<file path="src/rtl/clk_gen_bank_pkg.sv">
// Shared types and width helpers for the clk_gen_bank divided-clock generator.
package clk_gen_pkg;

   typedef enum logic [1:0] {
      LOCKED,
      PENDING,
      SETTLING
   } state_e;

   // Settle counter runs 0..cycles-1.
   function automatic int settle_w(input int cycles);
      return (cycles > 1) ? $clog2(cycles) : 1;
   endfunction

   function automatic int ch_w(input int num_ch);
      return (num_ch > 1) ? $clog2(num_ch) : 1;
   endfunction

endpackage

</file>
<file path="src/rtl/clk_gen_bank_if.sv">
// Configuration handshake bundle for clk_gen_bank.
// cfg_phase exists only when CLK_GEN_PHASE_EN is defined.
interface clk_gen_bank_if
   import clk_gen_pkg::*;
#(
   parameter int NUM_CH = 4,
   parameter int DIV_W  = 16
);
   localparam int CH_W = ch_w(NUM_CH);

   logic             cfg_valid;
   logic             cfg_ready;
   logic [CH_W-1:0]  cfg_ch;
   logic [DIV_W-1:0] cfg_div;
   logic [DIV_W-1:0] cfg_hi;
`ifdef CLK_GEN_PHASE_EN
   logic [DIV_W-1:0] cfg_phase;

   modport master (output cfg_valid, cfg_ch, cfg_div, cfg_hi, cfg_phase, input cfg_ready);
   modport slave  (input cfg_valid, cfg_ch, cfg_div, cfg_hi, cfg_phase, output cfg_ready);
`else
   modport master (output cfg_valid, cfg_ch, cfg_div, cfg_hi, input cfg_ready);
   modport slave  (input cfg_valid, cfg_ch, cfg_div, cfg_hi, output cfg_ready);
`endif

endinterface

</file>
<file path="src/rtl/clk_gen_channel.sv">
// One divided-clock channel: counter, div/hi storage, wrap-aligned reload, registered outputs.
// Phase start and sync reload exist only when CLK_GEN_PHASE_EN is defined.
module clk_gen_channel #(
   parameter int DIV_W       = 16,
   parameter int DEFAULT_DIV = 2,
   parameter int DEFAULT_HI  = 1
) (
   input  logic             clk,
   input  logic             reset,
   input  logic             en_i,
   input  logic             load_i,
   input  logic [DIV_W-1:0] div_i,
   input  logic [DIV_W-1:0] hi_i,
`ifdef CLK_GEN_PHASE_EN
   input  logic [DIV_W-1:0] phase_i,
   input  logic             sync_i,
`endif
   output logic             stopped_o,
   output logic             wrap_o,
   output logic             clk_out_o,
   output logic             tick_o
);
   localparam logic [DIV_W-1:0] ONE = DIV_W'(1);

   logic [DIV_W-1:0] div_q, div_d, hi_q, hi_d, cnt_q, cnt_d, start_val;
   logic             clk_q, clk_d, tick_q, tick_d, running, wrap;
`ifdef CLK_GEN_PHASE_EN
   logic [DIV_W-1:0] phase_q, phase_d;
`endif

   always_comb begin
      running = en_i && (div_q != '0);
      wrap    = running && (cnt_q == div_q - ONE);
`ifdef CLK_GEN_PHASE_EN
      start_val = (phase_i >= div_i) ? '0 : phase_i;
      phase_d   = load_i ? start_val : phase_q;
`else
      start_val = '0;
`endif
      div_d  = load_i ? div_i : div_q;
      hi_d   = load_i ? hi_i : hi_q;
      clk_d  = running && (cnt_q < hi_q);
      tick_d = wrap;
      cnt_d  = cnt_q + ONE;
      // Loads arrive only on a wrap or while stopped, so a restart never truncates a period.
      if (load_i)        cnt_d = start_val;
      else if (!running) cnt_d = '0;
`ifdef CLK_GEN_PHASE_EN
      else if (sync_i)   cnt_d = phase_q;
`endif
      else if (wrap)     cnt_d = '0;
   end

   always_ff @(posedge clk) begin
      if (reset) begin
         div_q   <= DIV_W'(DEFAULT_DIV);
         hi_q    <= DIV_W'(DEFAULT_HI);
         cnt_q   <= '0;
         clk_q   <= 1'b0;
         tick_q  <= 1'b0;
`ifdef CLK_GEN_PHASE_EN
         phase_q <= '0;
`endif
      end else begin
         div_q   <= div_d;
         hi_q    <= hi_d;
         cnt_q   <= cnt_d;
         clk_q   <= clk_d;
         tick_q  <= tick_d;
`ifdef CLK_GEN_PHASE_EN
         phase_q <= phase_d;
`endif
      end
   end

   assign stopped_o = !running;
   assign wrap_o    = wrap;
   assign clk_out_o = clk_q;
   assign tick_o    = tick_q;

endmodule

</file>
<file path="src/rtl/clk_gen_bank.sv">
// Bank of NUM_CH programmable divided clocks with a locked/settle reconfiguration FSM.
// Optional macro CLK_GEN_PHASE_EN adds per-channel start phase and the sync_all input.
module clk_gen_bank
   import clk_gen_pkg::*;
#(
   parameter int NUM_CH        = 4,
   parameter int DIV_W         = 16,
   parameter int DEFAULT_DIV   = 2,
   parameter int DEFAULT_HI    = 1,
   parameter int SETTLE_CYCLES = 16
) (
   input  logic              clk,
   input  logic              reset,
   clk_gen_bank_if.slave     cfg,
   input  logic [NUM_CH-1:0] ch_en,
`ifdef CLK_GEN_PHASE_EN
   input  logic              sync_all,
`endif
   output logic [NUM_CH-1:0] clk_out,
   output logic [NUM_CH-1:0] tick,
   output logic              locked
);
   localparam int CH_W = ch_w(NUM_CH);
   localparam int SW   = settle_w(SETTLE_CYCLES);
   localparam logic [SW-1:0]   SETTLE_LAST = SW'(SETTLE_CYCLES - 1);
   localparam logic [CH_W:0]   NUM_CH_L    = (CH_W + 1)'(NUM_CH);

   state_e            state_q, state_d;
   logic [SW-1:0]     settle_q, settle_d;
   logic [CH_W-1:0]   pend_ch_q, pend_ch_d;
   logic [DIV_W-1:0]  pend_div_q, pend_div_d, pend_hi_q, pend_hi_d;
   logic [NUM_CH-1:0] stopped, wrap, load_vec;
   logic              load_fire, ch_ok, capture;
`ifdef CLK_GEN_PHASE_EN
   logic [DIV_W-1:0]  pend_phase_q, pend_phase_d;
   logic              sync_fire;
`endif

   assign ch_ok = {1'b0, cfg.cfg_ch} < NUM_CH_L;

   always_comb begin
      state_d       = state_q;
      settle_d      = settle_q;
      load_fire     = 1'b0;
      capture       = 1'b0;
      locked        = 1'b0;
      cfg.cfg_ready = 1'b0;
`ifdef CLK_GEN_PHASE_EN
      sync_fire     = 1'b0;
`endif
      unique case (state_q)
         LOCKED: begin
            locked        = 1'b1;
            cfg.cfg_ready = 1'b1;
            // Out-of-range channel writes complete the handshake but change nothing.
            if (cfg.cfg_valid && ch_ok) begin
               capture = 1'b1;
               state_d = PENDING;
            end
`ifdef CLK_GEN_PHASE_EN
            else if (sync_all) begin
               sync_fire = 1'b1;
               state_d   = SETTLING;
               settle_d  = '0;
            end
`endif
         end
         PENDING: begin
            if (stopped[pend_ch_q] || wrap[pend_ch_q]) begin
               load_fire = 1'b1;
               state_d   = SETTLING;
               settle_d  = '0;
            end
         end
         SETTLING: begin
            if (settle_q == SETTLE_LAST) state_d = LOCKED;
            else                         settle_d = settle_q + SW'(1);
         end
         default: state_d = SETTLING;
      endcase
   end

   always_comb begin
      pend_ch_d  = capture ? cfg.cfg_ch : pend_ch_q;
      pend_div_d = capture ? cfg.cfg_div : pend_div_q;
      pend_hi_d  = capture ? cfg.cfg_hi : pend_hi_q;
`ifdef CLK_GEN_PHASE_EN
      pend_phase_d = capture ? cfg.cfg_phase : pend_phase_q;
`endif
      load_vec = '0;
      for (int i = 0; i < NUM_CH; i++) load_vec[i] = load_fire && (pend_ch_q == CH_W'(i));
   end

   always_ff @(posedge clk) begin
      if (reset) begin
         state_q  <= SETTLING;
         settle_q <= '0;
      end else begin
         state_q  <= state_d;
         settle_q <= settle_d;
      end
   end

   // Pending payload is qualified by state_q, so it needs no reset.
   always_ff @(posedge clk) begin
      pend_ch_q  <= pend_ch_d;
      pend_div_q <= pend_div_d;
      pend_hi_q  <= pend_hi_d;
`ifdef CLK_GEN_PHASE_EN
      pend_phase_q <= pend_phase_d;
`endif
   end

   for (genvar g = 0; g < NUM_CH; g++) begin : g_ch
      clk_gen_channel #(
         .DIV_W       (DIV_W),
         .DEFAULT_DIV (DEFAULT_DIV),
         .DEFAULT_HI  (DEFAULT_HI)
      ) u_ch (
         .clk       (clk),
         .reset     (reset),
         .en_i      (ch_en[g]),
         .load_i    (load_vec[g]),
         .div_i     (pend_div_q),
         .hi_i      (pend_hi_q),
`ifdef CLK_GEN_PHASE_EN
         .phase_i   (pend_phase_q),
         .sync_i    (sync_fire),
`endif
         .stopped_o (stopped[g]),
         .wrap_o    (wrap[g]),
         .clk_out_o (clk_out[g]),
         .tick_o    (tick[g])
      );
   end

endmodule

</file>
<file path="src/flat_wrapper.sv">
// flat-port wrapper written by rule: the top's interface ports become plain ports
module clk_gen_bank_flat import clk_gen_pkg::*;
#(
   parameter int NUM_CH        = 4,
   parameter int DIV_W         = 16,
   parameter int DEFAULT_DIV   = 2,
   parameter int DEFAULT_HI    = 1,
   parameter int SETTLE_CYCLES = 16
)
  (clk, reset, ch_en, clk_out, tick, locked, cfg_cfg_valid, cfg_cfg_ch, cfg_cfg_div, cfg_cfg_hi, cfg_cfg_ready);
  clk_gen_bank_if #(.NUM_CH(NUM_CH), .DIV_W(DIV_W)) cfg_i ();
  input  logic clk;
  input  logic reset;
  input  logic [NUM_CH-1:0] ch_en;
  output logic [NUM_CH-1:0] clk_out;
  output logic [NUM_CH-1:0] tick;
  output logic locked;
  input wire logic [$bits(cfg_i.cfg_valid)-1:0] cfg_cfg_valid;
  input wire logic [$bits(cfg_i.cfg_ch)-1:0] cfg_cfg_ch;
  input wire logic [$bits(cfg_i.cfg_div)-1:0] cfg_cfg_div;
  input wire logic [$bits(cfg_i.cfg_hi)-1:0] cfg_cfg_hi;
  output wire logic [$bits(cfg_i.cfg_ready)-1:0] cfg_cfg_ready;
  assign cfg_i.cfg_valid = cfg_cfg_valid;
  assign cfg_i.cfg_ch = cfg_cfg_ch;
  assign cfg_i.cfg_div = cfg_cfg_div;
  assign cfg_i.cfg_hi = cfg_cfg_hi;
  assign cfg_cfg_ready = cfg_i.cfg_ready;
  clk_gen_bank #(.NUM_CH(NUM_CH), .DIV_W(DIV_W), .DEFAULT_DIV(DEFAULT_DIV), .DEFAULT_HI(DEFAULT_HI), .SETTLE_CYCLES(SETTLE_CYCLES)) u_core (.clk(clk), .reset(reset), .cfg(cfg_i), .ch_en(ch_en), .clk_out(clk_out), .tick(tick), .locked(locked));
endmodule
</file>
<file path="config.mk">
export PLATFORM = sky130hd
export DESIGN_NAME = clk_gen_bank_flat
export DESIGN_NICKNAME = d
export VERILOG_FILES = /design/src/rtl/clk_gen_bank_pkg.sv /design/src/rtl/clk_gen_bank_if.sv /design/src/rtl/clk_gen_channel.sv /design/src/rtl/clk_gen_bank.sv /design/src/flat_wrapper.sv
export SDC_FILE = /design/constraint.sdc
export NUM_CORES = 1
export LEC_CHECK = 0
export ABC_AREA = 1
export ABC_CLOCK_PERIOD_IN_PS = 2900
export BUFFER_PORTS_ARGS = -buffer_cell sky130_fd_sc_hd__clkbuf_2
export CORE_ASPECT_RATIO = 1.1
export CORE_MARGIN = 4
export CORE_UTILIZATION = 50
export DETAILED_ROUTE_END_ITERATION = 6
export PLACE_DENSITY = 0.67
export SYNTH_ARGS = -nofsm -noshare
export SYNTH_HDL_FRONTEND = slang
export SYNTH_SLANG_ARGS = --single-unit
</file>
<file path="constraint.sdc">
create_clock -name clk -period 2.9 [get_ports clk]
set_input_delay 0.29 -clock clk [delete_from_list [all_inputs] [get_ports clk]]
set_output_delay 0.29 -clock clk [all_outputs]
set_load 0.02 [all_outputs]
</file>
==> results of run 1 <==
routing by layer:
layer | wire length [um] | share of wire [%] | global-route usage [%] | vias to the layer above
li1 | - | - | - | 6397
met1 | 16810 | 44 | 34.41 | 5550
met2 | 17180 | 45 | 39.54 | 309
met3 | 2827 | 7.3 | 3.500 | 93
met4 | 1689 | 4.4 | 9.651 | 0
met5 | 0 | 0 | 0 | -
final cells by class:
cell class                 count  area share (%)
multi-input combinational   1456           46.42
sequential                   240           32.71
timing repair buffer         121           6.625
inverter                     240           5.742
clock buffer                  33           4.629
tap                          352           2.800
clock inverter                16           1.074
tightest hold or removal path, cell delays in order:
cell and delay [ps]:
clkbuf_2 140, nand4_1 170, nor3_1 70
timing repair:
action | 4_1_cts | 5_1_grt
pin swaps | 0 | 4
buffers inserted | 0 | 5
setup endpoints to repair | 4 | 131
endpoints found under the hold margin | 34 | 0
gates cloned | 1 | 10
gates resized for setup | 0 | 28
hold buffers | 34 | 0
state kept, by name, indices dropped and copies added, names as in the netlist:
signal	count
u_core.g_ch.u_ch.tick_o	4
u_core.pend_hi_q	16
u_core.state_q	2
u_core.g_ch.u_ch.div_q	64
u_core.g_ch.u_ch.hi_q	64
u_core.g_ch.u_ch.clk_out_o	4
u_core.g_ch.u_ch.cnt_q	64
u_core.settle_q	4
u_core.pend_ch_q	2
u_core.pend_div_q	16
cells by family (layout without fill, tap and decap cells):
logic type,Yosys count,after routing
compound gates,97,97
xor+xnor,90,90
fa+ha+maj,72,72
buf+inv,297,410
flops,240,240
simple gates,1194,1197
Yosys cell counts, types with 9 or more instances:
cell / number / area, sq um
buf_2: 13 / 65.06
clkbuf_1: 28 / 105.1
nand3_1: 102 / 510.5
nor3_1: 22 / 110.1
buf_4: 9 / 67.56
dfxtp_1: 206 / 4124
nand3b_1: 9 / 67.56
o21ai_0: 16 / 80.08
ha_1: 72 / 900.9
nand2_1: 559 / 2098
nor2_2: 11 / 68.82
xor2_1: 59 / 516.8
edfxtp_1: 34 / 1021
nor2_1: 432 / 1622
nand4_1: 30 / 187.7
nor3b_1: 13 / 97.59
xnor2_1: 31 / 271.5
inv_1: 235 / 882.1
a21oi_1: 49 / 245.2
where the power goes:
part	leakage, nW	internal (W)	switching [W]	total [W]
clock	0.440	0.00205	0.00140	0.00346
combinational	5.54	0.000186	0.000309	0.000495
sequential	1.97	0.00347	0.000151	0.00362
total	7.95	0.00571	0.00186	0.00757
worst max-delay path by stage:
stage	depth (start not counted)	slack [ps]	endpoint
6_report	17	170	u_core.g_ch[0].u_ch.hi_q[7]
3_3_place_gp	17	20	u_core.g_ch[3].u_ch.hi_q[7]
5_1_grt	19	-20	u_core.g_ch[0].u_ch.hi_q[15]
4_1_cts	17	30	u_core.g_ch[3].u_ch.hi_q[14]
2_1_floorplan	18	640	u_core.g_ch[0].u_ch.div_q[10]
3_5_place_dp	17	-10	u_core.g_ch[3].u_ch.hi_q[13]
metrics by stage:
step                setup slack, ps  util, %  cells  power [W]  area (sq um)
detailed placement           -12.91    53.65   2359   0.004123         14150
floorplan                     636.3        -   1990   0.003908         13520
CTS                           29.23    58.38   2443   0.007606         15400
finish                        169.3    59.64   2458   0.007569         15730
global route                 -24.26    59.64   2458   0.007849         15730
global placement              18.78    53.65   2359   0.004119         14150
==> results by group, run 1 <==
STA
  • Fin crit share: 94.16%
  • Slew Viols, Final: 0
  • Tmin final: 2731 ps
  • Actual slew at the worst max-slew pin: 907.6 ps
  • Post-Route Skew: 20.13 ps
  • Fmax achieved: 366.2 MHz
  • # setup viols final: 0
  • Setup TNS: 0 ps
  • WHS: 188.8 ps
  • Hold Fails Final Rpt: 0
  • Slew headroom: 39.49%
  • RSZ-0062 raised after global routing: true

Yosys
  • EDFF count, synth: 34
  • Post-Synth Simple-Gate Area: 36.26%
  • Largest family of logic cells by synthesized area: simple AND/OR/NAND/NOR gates
  • Syn Nets: 2103
  • Compound-cell area share of the yosys netlist: 4.174%
  • Sequential fraction of the synthesis area: 38.06%
  • Xor and xnor area share after synthesis: 5.831%
  • Cell area after synthesis: 13520 sq um
  • Yosys reg bits: 240
  • Synth Area per Inst: 6.793 sq um
  • Synth Instances: 1990
  • Top_reg_cell synth: dfxtp_1
  • Multiplexer share of the synthesized area: 0%
  • Yosys warns: 0
  • Asr flop ratio synth: 0%
  • Fraction of the mapped netlist area in adder cells: 6.664%
  • Synth unique cells: 38

Placed design
  • Port buffer count: 50
  • Placer Congestion: 0.9125
  • Dpl hpwl: 26.53 mm

Drt
  • Antenna-violating nets left: 0
  • Initial DRT Pass Iterations: 5
  • Wire per inst: 15.66 um
  • Final wirelength: 38.50 mm
  • DRT iter0 DRCs: 935
  • Via Count: 12350
  • Vias per cell: 5.024
  • Residual DRC: 0

Setup path
  • Reg2reg end: u_core.g_ch[0].u_ch.hi_q[7]
  • Reg2Reg Setup Slack: 170 ps
  • Worst path buffer plus inverter count: 3
  • FF-to-FF path depth: 17
  • Setup CP Type: flip-flop to flip-flop
  • Crit-path slowest cell: dfxtp_1
  • Critical Path AT: 3160 ps
  • Crit path largest cell delay: 320 ps
  • CP startpoint: u_core.g_ch[1].u_ch.div_q[0]
  • WP data required: 3330 ps
  • Critical-path maximum fanout: 15
  • RR Startpoint: u_core.g_ch[1].u_ch.div_q[0]
  • Crit path cell chain: inv_1 -> ha_1 -> nand2_1 -> nor2_2 -> nand2_2 -> nor2_4 -> xor2_2 -> nand2_1 -> nor2_1 -> nand4_1 -> nand2_1 -> inv_2 -> nand2_8 -> nand3_4 -> clkbuf_16 -> nor2_1 -> nor2_1
  • CP startpoint kind: flip-flop
  • CP top delay family: simple AND/OR/NAND/NOR gates
  • Crit end category: flip-flop

Clock network
  • Root Driver: clkbuf_16
  • CTS Buf Count: 27
  • CTS tree: yes
  • Clk buf depth: 3
  • CTS Sinks: 240
  • Worst-path clk slew: 60 ps
  • Later-pin clock latency in the skew report: 540 ps
  • CTS H-Tree Depth: 1

Floorplanning
  • # rows: 62
  • Initial Util: 51.25%
  • Ports: 51
  • Die area: 29730 sq um
  • Die width: 164.8 um
  • Die Y: 180.5 um
  • CORE AREA: 26380 sq um

Cells and area
  • Commonest non-fill, non-tap cell in the layout: nand2_1
  • Area grow syn2layout: 16.37%
  • Fill count: 2544
  • Nets@finish: 2199
  • Layout cell share with drive strength beyond 1: 8.500%
  • Ant. Diodes: 0
  • Most frequent cells in the layout: nand2_1 (557), nor2_1 (425), inv_1 (233)
  • FF+latch area: 5145 sq um
  • Footprint of the multi-input gates: 7303 sq um

GRT
  • Global-route wire length before repair: 59.50 mm
  • Overall routing resource usage: 24.96%
  • Initial antenna violation count: 0
  • Largest net degree at the start of global routing: 63
  • Vias in the first global route: 11460
  • GRT overflow: 0

Power
  • Cell area power density: 481.2 nW/um^2
  • LEAKAGE: 7.951 nW
  • Peak VDD IR: 0.0004557 V

Min path
  • Hold Path Class: input pin to flip-flop
  • Hold-critical path endpoint: u_core.g_ch[3].u_ch.tick_o
  • Hold Crit Start: ch_en[3]
  • Hold Path Depth: 3

Run status
  • Outcome: finished, final reports clean

Job
  • Max Cap Violations: 0
Note: power is estimated with default switching activity, not from simulation.
==> run 2, diff against run 1 <==
- ABC_CLOCK_PERIOD_IN_PS: 2900 -> default
- SYNTH_HIERARCHICAL: default -> 1
==> run 2 against run 1 <==
Sequential power down 6.1%. Global-route usage down 1.3 points. Sequential share of layout area up 0.23 points. Worst setup slack better by 8.7 ps. Register-to-register slack about the same.
==> results by group, run 2 <==
Power
  • Flop pwr share: 45.7%
  • Switching Share: 21.09%
  • Internal power: 0.005864 W
  • LEAKAGE: 6.989 nW
  • Peak VDD IR: 0.0003894 V
  • Clock Power Share: 50.3%
  • Logic pwr share: 4.0%
  • Cell area power density: 475.5 nW/um^2
  • Net Sw Power: 0.001568 W

Setup path
  • CP top delay family: simple AND/OR/NAND/NOR gates
  • Critical Path AT: 3140 ps
  • Crit path cell chain: inv_1 -> ha_4 -> inv_1 -> nand2_1 -> nand2_1 -> nor2_1 -> nand3_1 -> nor2_1 -> nand2_1 -> nor3_2 -> nand3_2 -> inv_1 -> nor2_2 -> nor2_2 -> nor2_4 -> nand2_2 -> nand2_4 -> nor2_2 -> inv_2 -> buf_12 -> o21ai_0 -> a21oi_1
  • Critical-path maximum fanout: 27
  • Crit-path slowest cell: dfxtp_2
  • Setup CP Type: flip-flop to flip-flop
  • Reg2Reg Setup Slack: 180 ps
  • CP startpoint kind: flip-flop
  • Worst path buffer plus inverter count: 5
  • Crit path largest cell delay: 330 ps
  • Crit end category: flip-flop
  • WP data required: 3320 ps

Yosys
  • Synth Area per Inst: 7.393 sq um
  • Top cells by count, synth: nand2_1 (360), inv_1 (236), dfxtp_1 (206)
  • Area fraction of the dominant cell type after synthesis: 31.13%
  • Most frequent cell after synthesis: nand2_1
  • Sequential fraction of the synthesis area: 38.84%
  • Yosys reg bits: 240
  • EDFF count, synth: 34
  • Syn Nets: 1902
  • Largest cells by area after synthesis: dfxtp_1 (31%), nand2_1 (10%), edfxtp_1 (7.7%), inv_1 (6.7%), ha_1 (6.5%)
  • Cell type with the largest total area after synthesis: dfxtp_1
  • Yosys warns: 6
  • Top_reg_cell synth: dfxtp_1
  • Asr flop ratio synth: 0%
  • Synth unique cells: 33
  • Cell area after synthesis: 13250 sq um
  • Synth Instances: 1792

Drt
  • DRT iter0 DRCs: 930
  • Antenna-violating nets left: 0
  • Vias per cell: 5.099
  • Met3 wire len: 2.216 mm
  • Via Count: 11640
  • Max Used Layer: met4
  • Wire per inst: 15.82 um
  • Wl on met1: 16.18 mm
  • Initial DRT Pass Iterations: 7
  • Final wirelength: 36.11 mm
  • Met2 wire len: 16.61 mm
  • Residual DRC: 0

STA
  • Slew Viols, Final: 0
  • Fin worst setup slack: 178.1 ps
  • Fmax achieved: 367.4 MHz
  • Slew headroom: 67.10%
  • # setup viols final: 0
  • WHS: 19.56 ps
  • Post-Route Skew: 13.57 ps
  • RSZ-0062 raised after global routing: false
  • Actual slew at the worst max-slew pin: 493.5 ps
  • Tmin final: 2722 ps
  • Fin crit share: 93.86%
  • Hold Fails Final Rpt: 0

Cells and area
  • Area grow syn2layout: 17.99%
  • Nets@finish: 2020
  • Design Area, Final: 15630 sq um
  • Fin cells: 2282
  • Commonest non-fill, non-tap cell in the layout: nand2_1
  • Fill count: 2433
  • Ant. Diodes: 0
  • Most frequent cells in the layout: nand2_1 (360), inv_1 (232), dfxtp_1 (203)
  • Biggest regs: u_core/g_ch.u_ch/cnt_q (64), u_core/g_ch.u_ch/div_q (64), u_core/g_ch.u_ch/hi_q (64)
  • Layout cell share with drive strength beyond 1: 16.74%

Placed design
  • Area after DPL: 14050 sq um
  • Placer Congestion: 0.8934
  • Port buffer count: 50
  • Placed cells: 2190
  • Setup slack at placement: -19.40 ps
  • Dpl hpwl: 25.09 mm

GRT
  • Largest net degree at the start of global routing: 55
  • Vias in the first global route: 10560
  • GRT overflow: 0
  • Initial antenna violation count: 0
  • Global-route wire length before repair: 54.81 mm
  • Overall routing resource usage: 23.67%

Min path
  • Hold Path Class: input pin to flip-flop

Clock network
  • CTS Buf Count: 26
  • CTS Sinks: 240
  • Worst-path clk slew: 60 ps
  • Clk buf depth: 3
  • Later-pin clock latency in the skew report: 540 ps
  • CTS tree: yes
  • Root Driver: clkbuf_16
  • CTS H-Tree Depth: 1

Floorplanning
  • CORE AREA: 26140 sq um
  • Initial Util: 50.67%
  • Die width: 163.2 um
  • Die area: 29170 sq um
  • Ports: 51
  • Die Y: 178.7 um
  • # rows: 62

Run status
  • Outcome: finished, final reports clean

Job
  • Max Cap Violations: 0
run 2: logic make-up after synthesis:
kind of cell | Yosys count | synth area share (%)
AO/OA/AOI/OAI | 285 | 11.06
XOR/XNOR | 100 | 6.611
adder cells (fa/ha/maj) | 69 | 6.517
buffers and inverters | 292 | 8.831
flip-flops | 240 | 38.84
AND/OR/NAND/NOR | 806 | 28.15
run 2: routing by layer:
| layer | up-vias | track usage (%) |
|---|---|---|
| li1 | 5939 | - |
| met1 | 5317 | 32.53 |
| met2 | 318 | 39.43 |
| met3 | 62 | 2.575 |
| met4 | 0 | 7.270 |
| met5 | - | 0 |
run 2: area by class of cell:
class                   instances  area (sq um)  area share [%]
clock buffers                  36         759.5           4.859
clock inverters                12         212.7           1.361
inverters                     247         929.6           5.947
multi-input cells            1264          7077           45.27
well taps                     352         440.4           2.818
repair buffers                131          1064           6.804
flip-flops and latches        240          5149           32.94
run 2: worst paths after layout:
check | start | endpoint | cells past startpoint
setup reg to reg | u_core/g_ch[1].u_ch/div_q[1] | u_core/g_ch[1].u_ch/hi_q[9] | 22
hold reg to reg | u_core/g_ch[2].u_ch/hi_q[0] | u_core/g_ch[2].u_ch/hi_q[0] | 2
setup / recovery | u_core/g_ch[1].u_ch/div_q[1] | u_core/g_ch[1].u_ch/hi_q[9] | 22
hold / removal | cfg_cfg_valid | u_core/state_q[0] | 3
run 2: repair_timing:
action | in CTS | in global routing
setup endpoints to repair | 5 | 190
setup buffers | 0 | 2
pin swaps | 0 | 17
gates cloned | 0 | 8
endpoints found under the hold margin | 34 | 0
gates resized for setup | 1 | 94
hold buffers | 34 | 0
run 2: power by group through the flow:
stage / combinational (W) / clock (W) / sequential [W]
after detailed placement: 0.000236 / 0 / 0.00347
after floorplan: 0.000154 / 0 / 0.00348
final: 0.000296 / 0.00374 / 0.00340
after CTS: 0.000274 / 0.00380 / 0.00340
after global routing: 0.000327 / 0.00394 / 0.00340
after global placement: 0.000234 / 0 / 0.00347
run 2: worst min-delay path, cell delays in order:
cell      delay [ps]
clkbuf_2          80
nand2_1           70
a21oi_1           70
run 2: through the flow:
| stage | setup TNS, ps | total power [W] | util (%) |
|---|---|---|---|
| after global placement | 0 | 0.003706 | 53.76 |
| final | 0 | 0.007432 | 59.79 |
| after floorplan | 0 | 0.003630 | - |
| after detailed placement | -43.61 | 0.003708 | 53.76 |
| after global routing | 0 | 0.007668 | 59.79 |
| after CTS | 0 | 0.007476 | 58.78 |
==> run 3, diff against run 2 <==
- PLACE_DENSITY: 0.67 -> default
- PLACE_DENSITY_LB_ADDON: default -> 0.2
- SLEW_MARGIN: default -> 20
==> run 3 against run 2 <==
The flow now finishes with violations (setup timing). Cell count up 1.2%. Maximum frequency down 6.3%. Via count up 0.89%. Combinational power up 8.4%. First-iteration DRC count down 8.6%. Count of clock-buffer cells in the layout down 5. Worst setup slack worse by 180 ps. Clock power down 7.8%. Sequential share of layout area down 0.72 points. Global-route usage up 0.86 points. Core utilization up 1.4 points. Flip-flop and latch count unchanged. Critical endpoint is now u_core/g_ch[0].u_ch/hi_q[2].
==> results by group, run 3 (synthesis gave the netlist of run 2 again) <==
Run status
  • Outcome: complete, but fails checks
  • Failing checks: setup timing

Drt
  • Wire per inst: 16.26 um
  • Final wirelength: 37.55 mm
  • Initial DRT Pass Iterations: 6
  • Antenna-violating nets left: 0
  • Via Count: 11740
  • Vias per cell: 5.082
  • DRT iter0 DRCs: 850
  • Residual DRC: 0

Cells and area
  • Util after Layout: 61.17%
  • Footprint of the multi-input gates: 7268 sq um
  • Most frequent cells in the layout: nand2_1 (359), inv_1 (227), dfxtp_1 (201)
  • Fill count: 2359
  • FF+latch area: 5151 sq um
  • Ant. Diodes: 0
  • Commonest non-fill, non-tap cell in the layout: nand2_1
  • Layout cell share with drive strength beyond 1: 19.82%
  • Nets@finish: 2047
  • Biggest regs: u_core/g_ch.u_ch/cnt_q (64), u_core/g_ch.u_ch/div_q (64), u_core/g_ch.u_ch/hi_q (64)
  • Area grow syn2layout: 20.70%

Setup path
  • Reg2Reg Setup Slack: -6 ps
  • Crit path largest cell delay: 350 ps
  • Critical-path maximum fanout: 13
  • Reg2reg end: u_core/g_ch[0].u_ch/hi_q[2]
  • FF-to-FF path depth: 22
  • RR Startpoint: u_core/g_ch[2].u_ch/div_q[1]
  • Critical Path AT: 3380 ps
  • Crit path cell chain: inv_1 -> ha_2 -> inv_1 -> nand2_1 -> nand2_1 -> nor2_1 -> nand3_1 -> nor2_1 -> nand2_1 -> nor3_2 -> nand3_2 -> inv_2 -> nor2_4 -> nor2_2 -> nor2_2 -> nand2_2 -> nand2_4 -> nor2_4 -> clkinvlp_4 -> buf_4 -> buf_6 -> a21oi_1
  • CP startpoint kind: flip-flop
  • Crit-path most repeated cell: nand2_1
  • WP data required: 3370 ps
  • Crit end category: flip-flop
  • Crit-path slowest cell: dfxtp_1
  • Setup CP Type: flip-flop to flip-flop

STA
  • Hold Fails Final Rpt: 0
  • WHS: 318.4 ps
  • Slew headroom: 61.25%
  • Fmax achieved: 344.2 MHz
  • Slew Viols, Final: 0
  • RSZ-0062 raised after global routing: true
  • # setup viols final: 6
  • Actual slew at the worst max-slew pin: 581.2 ps
  • Tmin final: 2906 ps
  • Fin crit share: 100.2%
  • Fin worst setup slack: -5.505 ps
  • Post-Route Skew: 16.12 ps

GRT
  • GRT overflow: 0
  • Global-route wire length before repair: 56.72 mm
  • Overall routing resource usage: 24.52%
  • Vias in the first global route: 10920
  • Initial antenna violation count: 0
  • Largest net degree at the start of global routing: 55

Min path
  • Hold Path Depth: 5
  • Hold Crit Start: ch_en[2]
  • Hold-critical path endpoint: u_core/g_ch[2].u_ch/clk_out_o
  • Hold Path Class: input pin to flip-flop

Clock network
  • Clk buf depth: 3
  • Root Driver: clkbuf_16
  • Worst-path clk slew: 60 ps
  • Later-pin clock latency in the skew report: 540 ps
  • CTS Buf Count: 27
  • CTS tree: yes
  • CTS H-Tree Depth: 1
  • CTS Sinks: 240

Power
  • Power after layout: 0.007167 W
  • LEAKAGE: 7.137 nW
  • Cell area power density: 448.2 nW/um^2
  • Peak VDD IR: 0.0003971 V

Floorplanning
  • Die area: 29170 sq um
  • Die Y: 178.7 um
  • Ports: 51
  • Die width: 163.2 um
  • Initial Util: 50.67%
  • # rows: 62
  • CORE AREA: 26140 sq um

Placed design
  • Placer Congestion: 0.8661
  • Port buffer count: 50
  • Dpl hpwl: 25.22 mm

Job
  • Max Cap Violations: 0
run 3: cell types whose count changed in the layout (fill, tap and decap cells not counted), moves of 3 or more:
| cell | change |
|---|---|
| a21oi_1 | -5 |
| buf_6 | +4 |
| inv_2 | +3 |
| buf_4 | +19 |
| bufinv_16 | -3 |
| o21ai_1 | -10 |
| nor2_1 | -10 |
| inv_1 | -5 |
| o21ai_0 | -4 |
| a21oi_2 | +5 |
| nor2_4 | +8 |
| o21ai_2 | +12 |
| clkinv_2 | +5 |
| clkbuf_8 | -3 |
run 3: power by group:
group	switching, W	internal (W)	leakage [nW]	total (W)
registers	0.0000128	0.00338	1.97	0.00340
clock network	0.00142	0.00203	0.439	0.00345
logic	0.000187	0.000134	4.73	0.000321
total	0.00162	0.00554	7.14	0.00717
run 3: through the flow:
step	cell area [sq um]	TNS, ps	setup slack, ps	cells
floorplan	13250	0	261.3	1792
global placement	14180	-253.8	-27.26	2205
detailed placement	14180	-1632	-76.14	2205
CTS	15430	-1353	-58.04	2291
global route	15990	-8951	-167.3	2310
finish	15990	-19.03	-5.505	2310
run 3: how the worst max path moves through the flow:
stage | slack, ps | start | cells past startpoint | end
after floorplan | 260 | u_core/g_ch[2].u_ch/div_q[0] | 22 | u_core/g_ch[2].u_ch/div_q[0]
after global routing | -170 | u_core/g_ch[0].u_ch/div_q[0] | 22 | u_core/g_ch[0].u_ch/div_q[2]
after CTS | -60 | u_core/g_ch[1].u_ch/div_q[1] | 23 | u_core/g_ch[2].u_ch/div_q[11]
final | -6 | u_core/g_ch[2].u_ch/div_q[1] | 22 | u_core/g_ch[0].u_ch/hi_q[2]
after global placement | -30 | u_core/g_ch[1].u_ch/div_q[1] | 22 | u_core/g_ch[1].u_ch/div_q[8]
after detailed placement | -80 | u_core/g_ch[1].u_ch/div_q[1] | 22 | u_core/g_ch[1].u_ch/div_q[0]
run 3: area by class of cell:
class | instances | share of cell area (%)
clock buffers | 31 | 4.444
clock inverters | 19 | 1.127
inverters | 247 | 5.837
multi-input cells | 1264 | 45.45
flip-flops and latches | 240 | 32.21
well taps | 352 | 2.754
repair buffers | 157 | 8.169
run 3: timing repair:
action	CTS	global route
pin swaps	1	21
endpoints found under the hold margin	35	0
cloned	1	10
endpoints found under the setup margin	73	191
hold buffers	35	0
setup buffers	0	9
gates resized for setup	3	149
run 3: routing by layer:
layer	GRT usage (%)	vias up	routed length [um]
li1	-	6007	-
met1	31.96	5350	15950
met2	41.59	280	17750
met3	2.437	103	1987
met4	10.52	0	1863
met5	0	-	0
run 3: worst max-delay path, delay by kind of cell, from the launching register on:
family	cells	cell delay [ps]
compound gates	1	120
flops	1	350
fa+ha+maj	1	330
buf+inv	6	840
simple gates	14	1200
